### src/rtl/lfsr_pkg.sv
// Shared types and tap constants for the LFSR pseudo-random source.
package lfsr_pkg;

   typedef enum logic {
      RUN  = 1'b0,
      HOLD = 1'b1
   } fsm_t;

   // Maximal-length feedback masks for the left-shifting Fibonacci form.
   localparam logic [7:0]  TAPS_8  = 8'hB8;
   localparam logic [15:0] TAPS_16 = 16'hB400;
   localparam logic [31:0] TAPS_32 = 32'h80200003;

endpackage

### src/rtl/lfsr_prng_if.sv
// Draw/seed bundle between the LFSR source (slave) and its consumer (master).
interface lfsr_prng_if #(
   parameter int unsigned WIDTH = 16
) ();

   logic             seed_load;
   logic [WIDTH-1:0] seed_in;
   logic             req;
   logic [WIDTH-1:0] rand_out;
   logic             out_valid;
   logic             out_ready;
   logic [15:0]      draw_cnt;

   modport master (
      output seed_load, seed_in, req, out_ready,
      input  rand_out, out_valid, draw_cnt
   );

   modport slave (
      input  seed_load, seed_in, req, out_ready,
      output rand_out, out_valid, draw_cnt
   );

endinterface

### src/rtl/lfsr_step.sv
// Combinational next-state function of a Fibonacci LFSR with all-zero recovery.
module lfsr_step import lfsr_pkg::*; #(
   parameter int unsigned      WIDTH = 16,
   parameter logic [WIDTH-1:0] TAPS  = TAPS_16,
   parameter logic [WIDTH-1:0] SEED  = 16'hACE1
) (
   input  logic [WIDTH-1:0] state_i,
   output logic [WIDTH-1:0] next_o
);

   logic feedback_s;

   // Shift left, feed the tap parity into bit 0; a zero state can never leave itself, so reseed.
   always_comb begin
      feedback_s = ^(state_i & TAPS);
      if (state_i == {WIDTH{1'b0}}) begin
         next_o = SEED;
      end else begin
         next_o = {state_i[WIDTH-2:0], feedback_s};
      end
   end

endmodule

### src/rtl/lfsr_prng.sv
// Free-running LFSR that freezes one value per request edge and hands it over with valid/ready.
module lfsr_prng import lfsr_pkg::*; #(
   parameter int unsigned      WIDTH = 16,
   parameter logic [WIDTH-1:0] TAPS  = TAPS_16,
   parameter logic [WIDTH-1:0] SEED  = 16'hACE1
) (
   input  logic        clk,
   input  logic        rst,
   lfsr_prng_if.slave  bus
);

   logic [WIDTH-1:0] state_q, state_d;
   logic [WIDTH-1:0] step_s;
   fsm_t             fsm_q, fsm_d;
   logic             out_valid_q, out_valid_d;
   logic [15:0]      draw_cnt_q, draw_cnt_d;
   logic             req_q, req_d;
   logic             req_edge_s;
   logic             accept_s;

   lfsr_step #(
      .WIDTH (WIDTH),
      .TAPS  (TAPS),
      .SEED  (SEED)
   ) u_step (
      .state_i (state_q),
      .next_o  (step_s)
   );

   // Next-state selection: seeding overrides any draw activity and discards a pending value.
   always_comb begin
      state_d     = state_q;
      fsm_d       = fsm_q;
      out_valid_d = out_valid_q;
      draw_cnt_d  = draw_cnt_q;
      req_d       = bus.req;
      req_edge_s  = bus.req & ~req_q;
      accept_s    = out_valid_q & bus.out_ready;

      if (bus.seed_load) begin
         if (bus.seed_in == {WIDTH{1'b0}}) begin
            state_d = SEED;
         end else begin
            state_d = bus.seed_in;
         end
         fsm_d       = RUN;
         out_valid_d = 1'b0;
      end else begin
         case (fsm_q)
            RUN: begin
               state_d = step_s;
               if (req_edge_s) begin
                  fsm_d       = HOLD;
                  out_valid_d = 1'b1;
               end else begin
                  fsm_d       = RUN;
                  out_valid_d = 1'b0;
               end
            end
            HOLD: begin
               // Free-running resumes on the accept edge itself.
               if (accept_s) begin
                  state_d     = step_s;
                  fsm_d       = RUN;
                  out_valid_d = 1'b0;
                  draw_cnt_d  = draw_cnt_q + 16'd1;
               end else begin
                  state_d     = state_q;
                  fsm_d       = HOLD;
                  out_valid_d = 1'b1;
               end
            end
            default: begin
               state_d     = SEED;
               fsm_d       = RUN;
               out_valid_d = 1'b0;
            end
         endcase
      end
   end

   // State, FSM and output registers with synchronous reset.
   always_ff @(posedge clk) begin
      if (rst) begin
         state_q     <= SEED;
         fsm_q       <= RUN;
         out_valid_q <= 1'b0;
         draw_cnt_q  <= 16'd0;
         req_q       <= 1'b0;
      end else begin
         state_q     <= state_d;
         fsm_q       <= fsm_d;
         out_valid_q <= out_valid_d;
         draw_cnt_q  <= draw_cnt_d;
         req_q       <= req_d;
      end
   end

   assign bus.rand_out  = state_q;
   assign bus.out_valid = out_valid_q;
   assign bus.draw_cnt  = draw_cnt_q;

endmodule

### src/flat_wrapper.sv
// flat-port wrapper written by rule: the top's interface ports become plain ports
module lfsr_prng_flat import lfsr_pkg::*;
#(
   parameter int unsigned      WIDTH = 16,
   parameter logic [WIDTH-1:0] TAPS  = TAPS_16,
   parameter logic [WIDTH-1:0] SEED  = 16'hACE1
)
  (clk, rst, bus_seed_load, bus_seed_in, bus_req, bus_out_ready, bus_rand_out, bus_out_valid, bus_draw_cnt);
  lfsr_prng_if #(.WIDTH(WIDTH)) bus_i ();
  input  logic clk;
  input  logic rst;
  input wire logic [$bits(bus_i.seed_load)-1:0] bus_seed_load;
  input wire logic [$bits(bus_i.seed_in)-1:0] bus_seed_in;
  input wire logic [$bits(bus_i.req)-1:0] bus_req;
  input wire logic [$bits(bus_i.out_ready)-1:0] bus_out_ready;
  output wire logic [$bits(bus_i.rand_out)-1:0] bus_rand_out;
  output wire logic [$bits(bus_i.out_valid)-1:0] bus_out_valid;
  output wire logic [$bits(bus_i.draw_cnt)-1:0] bus_draw_cnt;
  assign bus_i.seed_load = bus_seed_load;
  assign bus_i.seed_in = bus_seed_in;
  assign bus_i.req = bus_req;
  assign bus_i.out_ready = bus_out_ready;
  assign bus_rand_out = bus_i.rand_out;
  assign bus_out_valid = bus_i.out_valid;
  assign bus_draw_cnt = bus_i.draw_cnt;
  lfsr_prng #(.WIDTH(WIDTH), .TAPS(TAPS), .SEED(SEED)) u_core (.clk(clk), .rst(rst), .bus(bus_i));
endmodule
### config.mk
export PLATFORM = sky130hd
export DESIGN_NAME = lfsr_prng_flat
export DESIGN_NICKNAME = d
export VERILOG_FILES = /design/src/rtl/lfsr_pkg.sv /design/src/rtl/lfsr_prng_if.sv /design/src/rtl/lfsr_step.sv /design/src/rtl/lfsr_prng.sv /design/src/flat_wrapper.sv
export SDC_FILE = /design/constraint.sdc
export NUM_CORES = 1
export LEC_CHECK = 0
export BUFFER_PORTS_ARGS = -buffer_cell sky130_fd_sc_hd__buf_2
export CAP_MARGIN = 0
export CORE_ASPECT_RATIO = 2
export CORE_MARGIN = 2
export CORE_UTILIZATION = 30
export CTS_BUF_LIST = sky130_fd_sc_hd__clkbuf_16
export CTS_CLUSTER_DIAMETER = 150
export DETAILED_ROUTE_END_ITERATION = 16
export PLACE_DENSITY = 0.5
export SLEW_MARGIN = 40
export SYNTH_ARGS = -nofsm -noshare
export SYNTH_HDL_FRONTEND = slang
export SYNTH_SLANG_ARGS = --single-unit
### constraint.sdc
create_clock -name clk -period 1.9 [get_ports clk]
set_input_delay 0.38 -clock clk [delete_from_list [all_inputs] [get_ports clk]]
set_output_delay 0.38 -clock clk [all_outputs]
set_load 0.01 [all_outputs]
==> out/metrics.cfg, run 1 <==
[synthesis]
yosys_register_bits = 34
post-synth-top-count-cell = dfxtp_1
synth.top_cell.area_share_pct = 41.72
syn-num-nets = 206
yosys-top-cells-count = dfxtp_1, nor2_1, nand2_1, a21oi_1, xnor2_1
synthesis.area_sq_um = 1632
synth_area_leaders = dfxtp_1, xnor2_1, nor2_1, o221ai_1, nand2_1
yosysUniqueCellTypes = 38
synth-seq-area-share_pct = 41.72
synth_flop_cell = dfxtp_1
avgSynthCellArea_sq_um = 8.916
synth-edff-count = 0
synth_top_area_cell = dfxtp_1
synthArstFlopShare_pct = 0
yosys_warnings = 0
synth_cells = 183

[cts]
ctsLongestPathBuffers = 2
ctsHoldBuffers = 0
cts.clk_slew.worst_paths_ns = 0.05
cts-root-buf = clkbuf_16
cts_buffers = 5
ctsHtreeMaxLevel = 2
clkLatencyLatePin_ns = 0.28
cts.sinks = 34
tritoncts = done

[critical_path]
cp-endpoint = u_core.bus.rand_out[14]
critPathKind = register to register
rr_startpoint = u_core.bus.rand_out[12]
reg2reg_setup_slack_ns = 0.20
critPathCaptureType = register
worst_r2r_path_depth = 6
cp_max_fo = 4
worstPathArrival_ns = 1.86
regToRegEndpoint = u_core.bus.rand_out[14]
startpoint_type = register
startpoint = u_core.bus.rand_out[12]
cp_data_required_time_ns = 2.05

[floorplanning]
dieArea_sq_um = 6080
io_pins = 54
coreArea_sq_um = 5325
die_x_microns = 56.15
start_util_pct = 30.64
die_h_microns = 108.3
num_rows = 38

[drt]
drtIter0Drc = 49
drt-wirelength-per-cell_microns = 14.42
first_pass_iters = 4
totalWireLength_microns = 4414
drc_errors = 0
ant_nets = 0
vias = 1601
via_per_inst = 5.232

[timing]
setup_viol = 0
slew_headroom_pct = 65.23
hold_viol = 0
period_minus_slack_ns = 1.703
skew_ns = 0.003520
rsz0062_at_grt = no
tightest_slew_ns = 0.5205
maxSlewViolCount = 0
max_freq_mhz = 587.0
finalSetupTns_ns = 0
period_share_pct = 89.66

[run_status]
status = finished clean

[grt]
grt_max_degree = 21
antenna_found_initial = 0
grt-ovfl-total = 0
grt_pass1_vias = 1507
grt_pass1_wl_microns = 7534
grt_usage_pct = 15.48

[hold_path]
hold_start = bus_req
hold_class = primary input to register
min_path_cells = 2

[cells_and_area]
nNetsFinal = 268
utilization_pct = 40.55
area_growth_pct = 32.36
n_antenna_cell = 0
drive_gt1_share_pct = 31.71

[placement]
gp_congestion = 0.7671
io_buffer_count = 53
dp_hpwl_microns = 3273

[power]
p_per_area_nw_per_um2 = 803.6
vdd_drop_max_mv = 0.5206
p_leak_nw = 0.9239

[job]
cap_violations = 0

-- kinds of logic (layout without fill, tap and decap cells) --
logic type	Yosys count	after routing	share of synthesized area [%]
and+or+nand+nor	84	84	27.53
DFF	34	34	41.72
AOI/OAI and AO/OA	30	30	14.11
xor gates and xnor gates	12	12	6.442
buffers and inverters	12	75	2.761
muxes	9	9	5.905
adders and majority gates	2	2	1.533
-- cell type report --
class	count	area, sq um
Fill cell	567	3166
Multi-Input combinational cell	137	912.1
Tap cell	60	75.07
Clock inverter	3	11.26
Sequential cell	34	680.7
Inverter	4	15.01
Timing Repair Buffer	63	340.3
Clock buffer	5	125.1
-- report_power, final --
part	total (mW)	leakage, nW	internal, mW	switching [mW]
Clock	0.766	0.0663	0.471	0.294
Sequential	0.773	0.279	0.743	0.0305
Combinational	0.197	0.579	0.0940	0.103
-- critical path, stage by stage, from the launching register on --
cell	delay, ns
dfxtp_1	0.32
inv_1	0.07
ha_1	0.17
nor4b_2	0.25
a41oi_1	0.29
a221oi_1	0.39
nor3_1	0.09
-- cell usage in the layout, fill, tap and decap left out, types with 3 or more instances in the layout --
master	count
buf_2	53
dfxtp_1	34
nor2_1	22
nand2_1	17
a21oi_1	12
xnor2_1	10
buf_4	10
nor3_1	8
o221ai_1	8
nor4_1	7
nand3_1	5
nor2b_1	5
clkbuf_16	5
inv_1	4
mux2i_1	4
nand2b_1	3
or4_4	3
mux2_2	3
a221oi_1	3
nand4_1	3
clkinv_1	3
-- layer usage --
layer / part of all wire (%) / vias to the layer above / global-route usage, % / wire length [microns]
met5: 0 / - / 0 / 0
met4: 1.3 / 0 / 5.612 / 59
met3: 6.9 / 7 / 2.990 / 304
met2: 43 / 70 / 22.61 / 1892
met1: 49 / 723 / 22.45 / 2158
li1: - / 801 / - / -
-- registers in the layout (all words and copies together) (netlist names) --
signal	flops
u_core.req_q	1
u_core.bus.draw_cnt	16
u_core.fsm_q	1
u_core.bus.rand_out	16
-- per-stage QoR --
stage | power, mW | cell area (sq um) | instances | hold slack (ns) | setup slack [ns]
floorplan | 0.8938 | 1632 | 183 | 0.4878 | 0.1817
global placement | 0.9811 | 2017 | 298 | 0.4917 | 0.02352
detailed placement | 0.9841 | 2017 | 298 | 0.5040 | 0.02021
CTS | 1.752 | 2153 | 306 | 0.3337 | 0.009586
global route | 1.806 | 2160 | 306 | 0.3420 | 0.04702
finish | 1.735 | 2160 | 306 | 0.3347 | 0.1966
-- worst min path at each step --
stage | slack (ns) | to
2_1_floorplan | 0.49 | u_core.fsm_q
3_3_place_gp | 0.49 | u_core.fsm_q
3_5_place_dp | 0.50 | u_core.fsm_q
4_1_cts | 0.33 | u_core.req_q
5_1_grt | 0.34 | u_core.req_q
6_report | 0.33 | u_core.req_q
-- what timing repair did --
action	4_1_cts	5_1_grt
endpoints found under the setup margin	0	2
buffers inserted	0	0
resized for setup	0	1
(Power assumes the default switching activity.)
==> inputs of run 2 (changes only) <==
--- a/config.mk
+++ b/config.mk
@@ -9,12 +9,14 @@
 export CAP_MARGIN = 0
 export CORE_ASPECT_RATIO = 2
 export CORE_MARGIN = 2
-export CORE_UTILIZATION = 30
+export CORE_UTILIZATION = 50
 export CTS_BUF_LIST = sky130_fd_sc_hd__clkbuf_16
 export CTS_CLUSTER_DIAMETER = 150
 export DETAILED_ROUTE_END_ITERATION = 16
-export PLACE_DENSITY = 0.5
+export PLACE_DENSITY = 0.76
+export SETUP_SLACK_MARGIN = 0.5
 export SLEW_MARGIN = 40
 export SYNTH_ARGS = -nofsm -noshare
 export SYNTH_HDL_FRONTEND = slang
+export SYNTH_HIERARCHICAL = 1
 export SYNTH_SLANG_ARGS = --single-unit
==> run 2 against run 1 <==
Net effect: the run now ends with negative setup slack left; largest cell class unchanged; sequential power is essentially flat; combinational power grew 84%; worst hold slack better by 0.016 ns.
==> out/metrics.cfg, run 2 <==
[cells_and_area]
nNetsFinal = 297  ; +11%
final_common_cell = buf_2
num-fill-cells = 202  ; -64%
multi_input_area_sq_um = 1269  ; +39%
drive_gt1_share_pct = 57.45  ; +26 points
final_area_sq_um = 2867  ; +33%
instances_no_fill = 324  ; +5.9%
area_growth_pct = 58.00
final_cell_mix = buf_2, buf_4, dfxtp_1
seqCellArea_sq_um = 708.2  ; +4.0%
n_antenna_cell = 0  ; unchanged
utilization_pct = 81.21  ; +41 points

[timing]
setup_viol = 2  ; +2
finalSetupTns_ns = -0.04921  ; -0.04921 ns
maxSlewViolCount = 0  ; unchanged
period_share_pct = 101.8  ; +12 points
hold_viol = 0  ; unchanged
skew_ns = 0.004843  ; +0.001323 ns
rsz0062_at_grt = yes
period_minus_slack_ns = 1.934  ; +0.2303 ns
worst_slack_ns = -0.03372  ; -0.2303 ns
max_freq_mhz = 517.1  ; -12%
tightest_slew_ns = 0.6041  ; +0.08358 ns
whs_ns = 0.3508  ; +0.01608 ns
slew_headroom_pct = 59.72  ; -5.5 points

[grt]
grt_max_degree = 35  ; +67%
grt_pass1_vias = 1822  ; +21%
grt-ovfl-total = 0  ; unchanged
grt_usage_pct = 29.79  ; +14 points
antenna_found_initial = 0  ; unchanged
grt_pass1_wl_microns = 8949  ; +19%

[critical_path]
cp_max_fo = 4  ; unchanged
cp_data_required_time_ns = 2.04  ; about the same
worstPathArrival_ns = 2.08  ; +0.22 ns
startpoint_type = register
critPathKind = register to register
critPathCaptureType = register
startpoint = u_core/bus.rand_out[0]
critPathTopFamily = simple AND/OR/NAND/NOR gates
critPathMaxStageDelay_ns = 0.53  ; +0.14 ns
crit_buf_inv = 0  ; -1
rr_startpoint = u_core/bus.rand_out[0]
critPathSlowestCell = or4_4
crit_path_cell_trace = or4_4 > o41a_1 > mux2_4 > mux2i_1 > nor2_1

[run_status]
violations = negative setup slack
status = complete, but fails checks

[synthesis]
synth_top_area_cell = dfxtp_1
synthArstFlopShare_pct = 0  ; unchanged
synth-edff-count = 0  ; unchanged
post-synth-top-count-cell = dfxtp_1
avgSynthCellArea_sq_um = 9.163  ; +2.8%
synth_cells = 198  ; +8.2%
yosys-top-cells-count = dfxtp_1, nor2_1, mux2_2, clkbuf_1
synth_area_leaders = dfxtp_1, mux2_2, mux2i_1, or4_1, o41ai_1
yosys_register_bits = 34  ; unchanged
synth_flop_cell = dfxtp_1
syn-num-nets = 221  ; +7.3%
synth-seq-area-share_pct = 37.52  ; -4.2 points
yosys_warnings = 6  ; +6
yosysUniqueCellTypes = 38  ; unchanged
synthesis.area_sq_um = 1814  ; +11%
synth.top_cell.area_share_pct = 37.52  ; -4.2 points

[drt]
drt-wirelength-per-cell_microns = 19.17  ; +33%
first_pass_iters = 5  ; +1
via_per_inst = 5.966  ; +14%
totalWireLength_microns = 6212  ; +41%
ant_nets = 0  ; unchanged
vias = 1933  ; +21%
drc_errors = 0  ; unchanged
drtIter0Drc = 55  ; +12%

[floorplanning]
die_h_microns = 89.19  ; -18%
dieArea_sq_um = 4156  ; -32%
io_pins = 54  ; unchanged
start_util_pct = 51.40  ; +21 points
die_x_microns = 46.60  ; -17%
coreArea_sq_um = 3530  ; -34%
num_rows = 31  ; -18%

[hold_path]
hold_class = primary input to register
hold_start = bus_req

[power]
cellInternalPower_mw = 1.414  ; +8.1%
clock_power_share_pct = 40.8  ; -3.3 points
sw_frac_of_total_pct = 26.09  ; +1.5 points
p_leak_nw = 1.396  ; +51%
totalPowerFinal_mw = 1.913  ; +10%
pwr-share-comb_pct = 18.9  ; +7.6 points
switchingPower_mw = 0.4990  ; +17%
p_per_area_nw_per_um2 = 667.3  ; -17%
vdd_drop_max_mv = 0.8261  ; +59%
seq_power_share_pct = 40.3  ; -4.2 points

[cts]
cts-root-buf = clkbuf_16
cts.sinks = 34  ; unchanged
ctsLongestPathBuffers = 2  ; unchanged
tritoncts = done
ctsHtreeMaxLevel = 2  ; unchanged
cts_buffers = 5  ; unchanged
clkLatencyLatePin_ns = 0.28  ; about the same
cts.clk_slew.worst_paths_ns = 0.05  ; about the same

[placement]
dpl_cell_area_sq_um = 2215  ; +9.8%
io_buffer_count = 53  ; unchanged
dp_hpwl_microns = 3182  ; -2.8%
dp_slack_ns = -0.03736  ; -0.05757 ns
gp_congestion = 0.8767  ; +14%
dp.cells = 295  ; -1.0%

[job]
cap_violations = 0  ; unchanged

run 2: cell count changes after synthesis, moves of 6 or more:
cell,before,now
mux2_2,3,16
or4_1,1,10
inv_1,4,10
o221ai_1,8,0
nor4_1,7,0
xnor2_1,10,4
nor3_1,8,2
o22ai_1,0,8
o41ai_1,0,8
nand2_1,17,3
clkbuf_1,7,14
run 2: routing by layer:
layer / share of wire (%) / up-vias / wire, microns / GRT usage (%)
li1: - / 866 / - / -
met1: 39 / 934 / 2403 / 37.63
met2: 51 / 117 / 3194 / 48.23
met3: 7.2 / 16 / 446 / 6.263
met4: 2.7 / 0 / 167 / 11.43
met5: 0 / - / 0 / 0
run 2: cell families after synthesis:
| family | after synthesis | synth area share (%) |
|---|---|---|
| flip-flops | 34 | 37.52 |
| XOR/XNOR | 9 | 5.103 |
| AO/OA/AOI/OAI | 33 | 12.83 |
| adder cells (fa/ha/maj) | 2 | 1.379 |
| AND/OR/NAND/NOR | 64 | 21.59 |
| buffers and inverters | 31 | 6.690 |
| multiplexers | 25 | 14.90 |
run 2: final timing paths:
path	endpoint	slack [ns]	cells past startpoint
setup reg to reg	u_core/bus.rand_out[14]	-0.03	5
hold reg to reg	u_core/bus.draw_cnt[15]	0.50	2
setup / recovery	u_core/bus.rand_out[14]	-0.03	5
hold / removal	u_core/req_q	0.35	2
run 2: power groups by stage:
stage | clock (mW) | combinational, mW | sequential [mW]
after floorplan | 0 | 0.142 | 0.792
after global placement | 0 | 0.228 | 0.781
after detailed placement | 0 | 0.234 | 0.784
after CTS | 0.780 | 0.309 | 0.767
after global routing | 0.803 | 0.378 | 0.772
final | 0.781 | 0.362 | 0.770
run 2: area by class of cell:
cell class                      count  area share (%)
Multi-Input combinational cell    133           44.26
Sequential cell                    34           24.71
Timing Repair Buffer               90           22.78
Clock buffer                        5           4.365
Tap cell                           49           2.139
Inverter                           10           1.309
Clock inverter                      3          0.4365
run 2: repair_timing:
| action | in CTS | in global routing |
|---|---|---|
| hold endpoints to repair | 0 | 0 |
| hold buffers | 0 | 0 |
| setup buffers | 17 | 2 |
| gates resized for setup | 38 | 27 |
| setup endpoints to repair | 17 | 28 |
| pin swaps | 13 | 5 |
| gates cloned | 2 | 0 |
==> inputs of run 3 (changes only) <==
--- a/config.mk
+++ b/config.mk
@@ -5,6 +5,7 @@
 export SDC_FILE = /design/constraint.sdc
 export NUM_CORES = 1
 export LEC_CHECK = 0
+export ABC_AREA = 1
 export BUFFER_PORTS_ARGS = -buffer_cell sky130_fd_sc_hd__buf_2
 export CAP_MARGIN = 0
 export CORE_ASPECT_RATIO = 2
@@ -13,7 +14,7 @@
 export CTS_BUF_LIST = sky130_fd_sc_hd__clkbuf_16
 export CTS_CLUSTER_DIAMETER = 150
 export DETAILED_ROUTE_END_ITERATION = 16
-export PLACE_DENSITY = 0.76
+export PLACE_DENSITY = 0.75
 export SETUP_SLACK_MARGIN = 0.5
 export SLEW_MARGIN = 40
 export SYNTH_ARGS = -nofsm -noshare
==> run 3 against run 2 <==
Net effect: the flow now finishes without violations; via count grew 6.5%; register-to-register slack gained 0.57 ns; sequential power grew 1%; utilization shrank 17 points; combinational power shrank 35%; sequential cell count is the same; clock power shrank 6.1%; critical endpoint is now u_core/bus.rand_out[0].
==> out/metrics.cfg, run 3 <==
[synthesis]
synth_flop_cell = dfxtp_1
synth_area_leaders = dfxtp_1, nand2_1, inv_1, nor2_1, a31oi_1
synth-seq-area-share_pct = 35.16  ; -2.4 points
yosys-top-cells-count = nand2_1, inv_1, nor2_1, dfxtp_1, o21ai_0
avgSynthCellArea_sq_um = 6.517  ; -29%
synth.top_cell.area_share_pct = 35.16  ; -2.4 points
synthArstFlopShare_pct = 0  ; unchanged
post-synth-top-count-cell = nand2_1
synth_cells = 297  ; +50%
yosys_warnings = 6  ; unchanged
synth-edff-count = 0  ; unchanged
synth_top_area_cell = dfxtp_1
synthesis.area_sq_um = 1936  ; +6.7%
yosysUniqueCellTypes = 25  ; -34%
syn-num-nets = 320  ; +45%
yosys_register_bits = 34  ; unchanged

[run_status]
status = finished clean

[power]
cellInternalPower_mw = 1.310  ; -7.4%
pwr-share-comb_pct = 13.6  ; -5.3 points
sw_frac_of_total_pct = 25.20  ; -0.88 points
p_per_area_nw_per_um2 = 724.0  ; +8.5%
vdd_drop_max_mv = 0.5893  ; -29%
switchingPower_mw = 0.4413  ; -12%
p_leak_nw = 1.237  ; -11%
clock_power_share_pct = 41.9  ; +1.1 points
seq_power_share_pct = 44.6  ; +4.3 points

[cts]
cts-root-buf = clkbuf_16
tritoncts = done
ctsLongestPathBuffers = 2  ; unchanged
cts_buffers = 5  ; unchanged
ctsHoldBuffers = 0  ; unchanged
clkLatencyLatePin_ns = 0.27  ; about the same
cts.sinks = 34  ; unchanged
cts.clk_slew.worst_paths_ns = 0.05  ; about the same
ctsHtreeMaxLevel = 2  ; unchanged

[critical_path]
critPathCaptureType = register
startpoint_type = register
worstPathArrival_ns = 1.52  ; -0.56 ns
cp_data_required_time_ns = 2.06  ; +0.02 ns
critPathKind = register to register
rr_startpoint = u_core/bus.rand_out[12]
startpoint = u_core/bus.rand_out[12]
cp_max_fo = 3  ; -1

[drt]
drt-wirelength-per-cell_microns = 11.95  ; -38%
routed-wl-met2_microns = 2326  ; -27%
ant_nets = 0  ; unchanged
totalWireLength_microns = 4781  ; -23%
maxUsedRoutingLayer = met4
via_per_inst = 5.145  ; -14%
drc_errors = 0  ; unchanged
dr_wl_met3_microns = 308  ; -31%
first_pass_iters = 4  ; -1
drt-met1-wl_microns = 2061  ; -14%
vias = 2058  ; +6.5%
drtIter0Drc = 86  ; +56%

[cells_and_area]
drive_gt1_share_pct = 25.50  ; -32 points
n_antenna_cell = 0  ; unchanged
final_cell_mix = nand2_1, buf_2, nor2_1
nNetsFinal = 373  ; +26%
final_common_cell = nand2_1
area_growth_pct = 24.95

[timing]
finalSetupTns_ns = 0  ; +0.04921 ns
skew_ns = 0.004132  ; -0.0007107 ns
hold_viol = 0  ; unchanged
worst_slack_ns = 0.5326  ; +0.5664 ns
period_minus_slack_ns = 1.367  ; -0.5664 ns
rsz0062_at_grt = yes
slew_headroom_pct = 77.90  ; +18 points
max_freq_mhz = 731.3  ; +41%
period_share_pct = 71.97  ; -30 points
tightest_slew_ns = 0.3311  ; -0.2731 ns
setup_viol = 0  ; -2
maxSlewViolCount = 0  ; unchanged

[grt]
grt_pass1_vias = 1827  ; +0.27%
antenna_found_initial = 0  ; unchanged
grt_max_degree = 24  ; -31%
grt-ovfl-total = 0  ; unchanged
grt_usage_pct = 23.32  ; -6.5 points
grt_pass1_wl_microns = 7790  ; -13%

[floorplanning]
die_h_microns = 91.99  ; +3.1%
die_x_microns = 48.00  ; +3.0%
coreArea_sq_um = 3764  ; +6.6%
start_util_pct = 51.43  ; about the same
dieArea_sq_um = 4415  ; +6.2%
io_pins = 54  ; unchanged
num_rows = 32  ; +3.2%

[placement]
dp_slack_ns = 0.4446  ; +0.4820 ns
dp_hpwl_microns = 3458  ; +8.7%
gp_congestion = 0.8812  ; +0.51%
io_buffer_count = 53  ; unchanged

[job]
cap_violations = 0  ; unchanged

[hold_path]
hold_start = bus_req
hold_class = primary input to register

-- run 3: cell count changes in the layout (fill, tap and decap cells not counted), moves of 13 or more --
cell and change:
a31oi_1 +15, buf_4 -17, inv_1 +30, mux2_4 -13, nand2_1 +71, nor2_1 +24
-- run 3: worst max-delay path: stages (launching register included) --
cell	delay, ns
dfxtp_2	0.34
inv_2	0.06
ha_4	0.25
nand3b_1	0.09
nand2_1	0.05
inv_1	0.05
nand2_1	0.04
inv_1	0.05
nor2_1	0.03
a211oi_1	0.20
o21ai_1	0.09
-- run 3: worst paths after layout --
check	slack, ns	cells past startpoint	end
max	0.53	10	u_core/bus.rand_out[0]
min	0.34	3	u_core/req_q
max reg2reg	0.53	10	u_core/bus.rand_out[0]
min reg2reg	0.48	1	u_core/bus.draw_cnt[4]
-- run 3: layout make-up --
| type | count | area [sq um] |
|---|---|---|
| fill | 392 | 1345 |
| multi-input combinational | 205 | 1041 |
| sequential | 34 | 686.9 |
| timing repair buffer | 62 | 340.3 |
| inverter | 42 | 157.7 |
| clock buffer | 5 | 125.1 |
| tap | 51 | 63.81 |
| clock inverter | 1 | 3.754 |
-- run 3: cell families (layout without fill, tap and decap cells) --
| family | Yosys count | count (layout) | synth area share, % |
|---|---|---|---|
| AO/OA/AOI/OAI | 48 | 48 | 14.09 |
| adder cells (fa/ha/maj) | 2 | 2 | 1.293 |
| buffers and inverters | 58 | 110 | 12.09 |
| flip-flops | 34 | 34 | 35.16 |
| AND/OR/NAND/NOR | 155 | 155 | 37.36 |
-- run 3: power groups by stage --
stage	clock network, mW	logic (mW)	registers [mW]
detailed placement	0	0.224	0.794
global placement	0	0.220	0.792
CTS	0.753	0.226	0.779
floorplan	0	0.137	0.800
global route	0.780	0.265	0.784
finish	0.733	0.237	0.781
-- run 3: metrics by stage --
stage | util, % | instances | area (sq um) | hold WS [ns] | power [mW]
after global routing | 64.26 | 400 | 2419 | 0.3625 | 1.828
after floorplan | - | 297 | 1938 | 0.4959 | 0.9367
after detailed placement | 59.21 | 390 | 2228 | 0.4757 | 1.017
after global placement | 59.21 | 390 | 2228 | 0.4670 | 1.012
after CTS | 63.26 | 399 | 2381 | 0.3283 | 1.758
final | 64.26 | 400 | 2419 | 0.3383 | 1.751
-- run 3: what timing repair did --
item / in CTS / in global routing
pin swaps: 1 / 9
endpoints found under the hold margin: 0 / 0
setup endpoints to repair: 4 / 12
buffers inserted: 3 / 1
resized for setup: 2 / 10
-- run 3: per-layer routing --
metal / vias up / global-route usage, %
met5: - / 0
met4: 0 / 7.432
met3: 8 / 4.528
met2: 72 / 34.89
met1: 920 / 32.84
li1: 1058 / -
